## config.mk

```make
export PLATFORM = sky130hd
export DESIGN_NAME = dmem_arbiter
export DESIGN_NICKNAME = d
export VERILOG_FILES = /design/src/rtl/dmem_arbiter.sv
export SDC_FILE = /design/constraint.sdc
export NUM_CORES = 1
export LEC_CHECK = 0
export BUFFER_PORTS_ARGS = -buffer_cell sky130_fd_sc_hd__buf_2
export CORE_ASPECT_RATIO = 0.6
export CORE_UTILIZATION = 43
export DETAILED_ROUTE_END_ITERATION = 7
export PLACE_DENSITY = 0.79
export SLEW_MARGIN = 20
export SYNTH_ARGS = -nofsm -noshare
export SYNTH_HDL_FRONTEND = slang
export SYNTH_SLANG_ARGS = --single-unit
```

## constraint.sdc

```tcl
create_clock -name CLK -period 2.25 [get_ports CLK]
set_input_delay 0 -clock CLK [delete_from_list [all_inputs] [get_ports CLK]]
set_output_delay 0 -clock CLK [all_outputs]
set_load 0.05 [all_outputs]
```

## src/rtl/dmem_arbiter.sv

```systemverilog
// rtl/dmem_arbiter.sv - data-memory arbiter between the MEM stage and a loader/DMA port
module dmem_arbiter #(
  parameter int LATENCY      = 2,
  parameter int STARVE_LIMIT = 4
) (
  input  logic        CLK,
  input  logic        RESET_N,
  input  logic        P_REQ,
  input  logic        P_WE,
  input  logic [31:0] P_ADDR,
  input  logic [31:0] P_WDATA,
  output logic [31:0] P_RDATA,
  output logic        P_STALL,
  input  logic        D_REQ,
  input  logic        D_WE,
  input  logic [31:0] D_ADDR,
  input  logic [31:0] D_WDATA,
  output logic        D_ACK,
  output logic [31:0] D_RDATA,
  output logic [31:0] MEM_A,
  output logic [31:0] MEM_WD,
  output logic        MEM_WE,
  input  logic [31:0] MEM_RD
);

  typedef enum logic [1:0] {IDLE, ACCESS, RESP} state_t;

  localparam logic [3:0] CNT_LOAD   = 4'(LATENCY - 1);
  localparam logic [3:0] STARVE_MAX = 4'(STARVE_LIMIT);

  state_t     state;
  state_t     stateNext;
  logic       ownerD;
  logic       weLat;
  logic [3:0] accCnt;
  logic [3:0] starveCnt;

  logic anyReq;
  logic grantD;
  logic lastAccess;

  assign anyReq     = P_REQ | D_REQ;
  assign grantD     = D_REQ & (~P_REQ | (starveCnt == STARVE_MAX));
  assign lastAccess = (state == ACCESS) && (accCnt == 4'd0);

  always_ff @(posedge CLK or negedge RESET_N) begin
    if (!RESET_N) state <= IDLE;
    else          state <= stateNext;
  end

  always_comb begin
    stateNext = state;
    case (state)
      IDLE:    if (anyReq) stateNext = ACCESS;
      ACCESS:  if (lastAccess) stateNext = RESP;
      RESP:    stateNext = IDLE;
      default: stateNext = IDLE;
    endcase
  end

  // MEM_A/MEM_WD are the latched request itself, so they naturally hold outside ACCESS
  always_ff @(posedge CLK or negedge RESET_N) begin
    if (!RESET_N) begin
      ownerD    <= 1'b0;
      weLat     <= 1'b0;
      MEM_A     <= '0;
      MEM_WD    <= '0;
      accCnt    <= '0;
      starveCnt <= '0;
      P_RDATA   <= '0;
      D_RDATA   <= '0;
    end else begin
      if (state == IDLE && anyReq) begin
        ownerD <= grantD;
        weLat  <= grantD ? D_WE : P_WE;
        MEM_A  <= grantD ? D_ADDR : P_ADDR;
        MEM_WD <= grantD ? D_WDATA : P_WDATA;
        accCnt <= CNT_LOAD;
        if (grantD)                                starveCnt <= '0;
        else if (D_REQ && starveCnt != STARVE_MAX) starveCnt <= starveCnt + 4'd1;
      end else if (state == ACCESS && accCnt != 4'd0) begin
        accCnt <= accCnt - 4'd1;
      end

      if (lastAccess && !weLat) begin
        if (ownerD) D_RDATA <= MEM_RD;
        else        P_RDATA <= MEM_RD;
      end
    end
  end

  assign MEM_WE  = lastAccess & weLat;
  assign D_ACK   = (state == RESP) & ownerD;
  assign P_STALL = P_REQ & ~((state == RESP) & ~ownerD);

endmodule

```

# Word level (Yosys, flattened, before mapping)
# Index checks and enable logic that the tools add are counted.
[word_totals]
reg_bits = 140
inputBits = 166
output_inout_bits = 131
wordCells = 52
[op_classes]
n_addsub = 2
eq_ne = 6
muxes = 10
bitwise = 10
n_reduce_logical = 15
[ops]
columns = ["op", "n"]
rows = [
  ["$mux 32", 2],
  ["$mux 4", 4],
  ["$reduce_and 2->1", 4],
  ["$and 1x1->1", 5],
  ["$logic_and 1x1->1", 5],
  ["$add 4x1->4 const B", 1],
  ["$eq 4x3->1 const B", 1],
  ["$logic_not 4->1", 1],
  ["$mux 2", 2],
  ["$ne 2x2->1 const B", 2],
  ["$ne 4x3->1 const B", 1],
  ["$pmux 2 s2", 1],
  ["$reduce_bool 2->1", 2],
  ["$reduce_bool 4->1", 1],
  ["$sub 4x1->4 const B", 1],
  ["$not 1->1", 3],
  ["$eq 2x1->1 const B", 1],
  ["$eq 2x2->1 const B", 1],
  ["$logic_not 2->1", 1],
  ["$or 1x1->1", 2],
  ["$logic_not 1->1", 1],
  ["$mux 1", 1],
]

# Logic depth before layout (Yosys ltp)
[logic_depth]
word_depth = 5
mapped_depth = 8

# Worst setup path after synthesis
# Ideal clock, no wire load.
[synth_timing]
path_type = "register to register"
start = "reg accCnt[0]"
end = "reg P_RDATA[10]"
setup_time_ns = 0.125
arrival_ns = 2.053
slack_ns = 0.072
path_stages_with_launch = 9
n_path_buf = 3
period_less_slack_ns = 2.178
cell_sequence = "dfrtp_1 -> inv_1 -> ha_1 -> or3b_1 -> buf_2 -> or4_4 -> buf_6 -> buf_12 -> mux2_4"
[synth_between]
elab_chain_len = 4
[synth_rtl]
columns = ["item", "line", "rtl"]
rows = [
  ["start: declaration", "35", "logic [3:0] accCnt;"],
  ["start signal: assignment", "82", "accCnt <= accCnt - 4'd1;"],
  ["$logic_not 4->1", "44", "assign lastAccess = (state == ACCESS) && (accCnt == 4'd0);"],
  ["$logic_and 1x1->1", "44", ""],
  ["$logic_and 1x1->1", "85", "if (lastAccess && !weLat) begin"],
  ["$reduce_and 2->1 (no line)", "n/a", ""],
  ["end signal: assignment", "70", "P_RDATA <= '0;"],
  ["end signal: assignment", "87", "else P_RDATA <= MEM_RD;"],
  ["end: declaration", "12", "output logic [31:0] P_RDATA,"],
]
# No other way between the ends.
# A chain may end at the register's enable or synchronous reset.

# Worst setup path in the final report
[layout_timing]
start = "reg starveCnt[0]"
end = "reg MEM_A[25]"
[layout_between]
elab_chain_len = 4
[layout_rtl]
columns = ["item", "line", "rtl"]
rows = [
  ["start: declaration", "36", "logic [3:0] starveCnt;"],
  ["start signal: assignment", "80", "else if (D_REQ && starveCnt != STARVE_MAX) starveCnt <= starveCnt + 4'd1;"],
  ["$eq 4x3->1", "43", "assign grantD = D_REQ & (~P_REQ | (starveCnt == STARVE_MAX));"],
  ["$or 1x1->1", "43", ""],
  ["$and 1x1->1", "43", ""],
  ["$mux 32", "76", "MEM_A <= grantD ? D_ADDR : P_ADDR;"],
  ["end signal: assignment", "76", ""],
  ["end: declaration", "20", "output logic [31:0] MEM_A,"],
]
# No other way between the ends.

==> results.ini <==
[status]
status=finished with violations
violations=hold timing

[clock_tree]
cts-root-buf=clkbuf_16
clockBufferDepth=2
clkTransAtPathRegs_ns=0.07
numCtsBuffers=17
cts_tree=built
cts.htree.levels=4
clkLatencyLatePin_ns=0.42
cts_sinks=140

[final_layout]
ff_latch_area_sq_um=3500
nets=1189
fillers=1011
n_antenna_cell=0
multiInputGateArea_sq_um=2510
drive_gt1_share_pct=41.5
synthToLayoutAreaGrowth_pct=61.2
design_area_sq_um=10600

[logic_synthesis]
yosys-top-cells-area=dfrtp_1, o221ai_1, mux2_4, nand4_1, mux2_2
ys.flop_type=dfrtp_1
synth_nets=751
synth_top_area_share_pct=53.5
synth_edf_count=0
ys_ff_latch=140
synthArstFlopShare_pct=100
yosys.area.top_type=dfrtp_1
ys_warn_count=0
synthCells=581
syn_area_per_cell_sq_um=11.3
yosysUniqueCellTypes=38
synth-seq-area-share_pct=53.5
syn_area_sq_um=6550

[place]
gp_congestion=0.783
numPortBuffers=296
post-place-ws_ns=0.118
place_area_sq_um=8200
hpwlAfterDp_um=13100

[sta]
fmax_mhz=446
period_share_pct=99.7
finalHoldViolations=5
worstMarginPinSlew_ns=0.729
finClkSkew_ns=0.0171
setup_violations=0
period_minus_slack_ns=2.24
rsz0062_at_grt=yes
report.final.slew_viol_count=0
setup_ws_ns=0.00666
relSlewSlack_pct=51.4
tns_ns=0
hold_slack_ns=-0.0923

[global_routing]
grt_first_pass_wirelength_um=36100
grt_max_degree=122
use_met1_pct=35.6
grt_overflow=0
first_global_vias=7097
grt_use_total_pct=29.2
top_usage_layer=met2
antenna_found_initial=0
met3_usage_pct=6.19
met2_usage_pct=49.5

[worst_setup_path]
r2r_end=MEM_A[25]$_DFFE_PN0P_
cp.arrival_ns=2.54
crit_path_start_kind=register
path_class=reg2reg
setup.worst_path.end_class=register
cp_slowest_stage_delay_ns=0.60
r2r_start=starveCnt[0]$_DFFE_PN0P_
required_ns=2.54
reg2reg_depth=8
path_max_fanout=12
cpMaxStageDelayCell=dlygate4sd3_1
path_cells=inv_1, ha_2, and3b_2, o21ai_4, buf_12, buf_8, o221ai_1, dlygate4sd3_1
rrSetupSlack_ns=0.007

[power_and_ir_drop]
p_leak_nw=5.25
p_per_area_nw_per_um2=1660
vdd_drop_max_v=0.00121
power_mw=17.5

[routing]
drtIter0Drc=492
drc=0
wirelength_um=23600
wl_per_cell_um=19.2
dr.pass1.iters=5
ant_nets=0
drt-vias-per-instance=5.55
vias=6829

[job]
drv_cap=0

[die]
die_h_um=97.6
die-area_sq_um=15700
core_sq_um=14700
die_x_um=161
ios=297
row_count=34
initial_core_util_pct=44.6

[hold_path]
min_from=D_WDATA[6]
min_path_cells=3
min_to=MEM_WD[6]$_DFFE_PN0P_
hp-class=in2reg

[report_power, final]
| group | leakage [nW] | switching [mW] | total [mW] | internal (mW) |
|---|---|---|---|---|
| combinational | 3.26 | 6.82 | 10.1 | 3.26 |
| sequential | 1.70 | 0.743 | 4.50 | 3.75 |
| clock | 0.302 | 1.23 | 2.94 | 1.70 |
| total | 5.25 | 8.80 | 17.5 | 8.71 |
[timing repair]
item                                   4_1_cts  5_1_grt
setup endpoints to repair                    0       61
endpoints found under the hold margin      187       25
setup buffers                                0        6
hold buffers                               163       25
resized for setup                            0       14
[placed cells by master (no fill, tap or decap), types with 3 or more instances in the layout]
cell	instances
dlymetal6s4s_1	8
buf_12	7
nand4_1	67
mux2_2	36
ha_1	3
buf_2	295
mux2_4	30
nand2_1	3
inv_8	5
inv_1	73
nand3_1	68
o21ai_0	3
inv_6	5
o221ai_1	65
clkbuf_16	19
dlygate4sd3_1	149
dfrtp_1	140
buf_4	15
a21oi_1	3
nor3b_1	3
[cells in the mapped netlist, types with 2 or more instances]
| cell | n |
|---|---|
| dfrtp_1 | 140 |
| inv_1 | 73 |
| nand3_1 | 68 |
| nand4_1 | 67 |
| o221ai_1 | 65 |
| clkbuf_1 | 49 |
| mux2_2 | 36 |
| mux2_4 | 30 |
| buf_1 | 5 |
| ha_1 | 4 |
| o21ai_0 | 4 |
| a21oi_1 | 3 |
| buf_12 | 3 |
| nand2_1 | 3 |
| nor2_1 | 3 |
| nor3b_1 | 3 |
| and3b_1 | 2 |
| nand2b_1 | 2 |
| nor3_1 | 2 |
[flip-flops by register name, summed over array words and instances (netlist names)]
name and cells:
D_RDATA 32, MEM_A 32, MEM_WD 32, P_RDATA 32, accCnt 4, starveCnt 4, state 2, ownerD 1
weLat 1
[how the worst max path moves through the flow]
| stage | depth (start not counted) | slack (ns) | from | to |
|---|---|---|---|---|
| CTS | 7 | 0.02 | starveCnt[0]$_DFFE_PN0P_ | MEM_A[20]$_DFFE_PN0P_ |
| finish | 8 | 0.007 | starveCnt[0]$_DFFE_PN0P_ | MEM_A[25]$_DFFE_PN0P_ |
| global route | 8 | -0.02 | starveCnt[0]$_DFFE_PN0P_ | MEM_A[25]$_DFFE_PN0P_ |
| floorplan | 8 | 0.07 | accCnt[0]$_DFFE_PN0P_ | P_RDATA[10]$_DFFE_PN0P_ |
| global placement | 6 | 0.18 | accCnt[0]$_DFFE_PN0P_ | P_RDATA[28]$_DFFE_PN0P_ |
| detailed placement | 6 | 0.12 | accCnt[0]$_DFFE_PN0P_ | P_RDATA[17]$_DFFE_PN0P_ |
[cell families after synthesis]
group                    share of synthesized area [%]
AO/OA/AOI/OAI                                     9.96
AND/OR/NAND/NOR                                   14.2
adder cells (fa/ha/maj)                          0.765
multiplexers                                      13.1
flip-flops                                        53.5
buffers and inverters                             8.45
[worst max-delay path: cells and delay by family, from the launching register on]
kind                     cells  cell delay (ns)
buffers and inverters        4             0.96
adder cells (fa/ha/maj)      1             0.19
AO/OA/AOI/OAI                2             0.31
flip-flops                   1             0.41
AND/OR/NAND/NOR              1             0.25
[metal layers]
layer	up-vias	routed length, um
met5	-	0
met4	0	923
met3	89	1730
met2	403	11400
met1	3301	9550
li1	3036	-
[final cells by class]
cell class | instances | area share (%)
tap | 198 | 2.35
clock buffer | 17 | 4.03
timing repair buffer | 478 | 32.2
clock inverter | 15 | 1.83
multi-input combinational | 309 | 23.8
sequential | 140 | 33.2
inverter | 73 | 2.60
[through the flow]
step	utilization, %	hold slack (ns)	std cells
floorplan	-	-0.296	581
global placement	55.9	0.0244	1032
detailed placement	55.9	0.0151	1032
CTS	71.2	0.107	1227
global route	71.9	0.0137	1230
finish	71.9	-0.0923	1230
No activity file was read; power rests on OpenSTA's default activity.
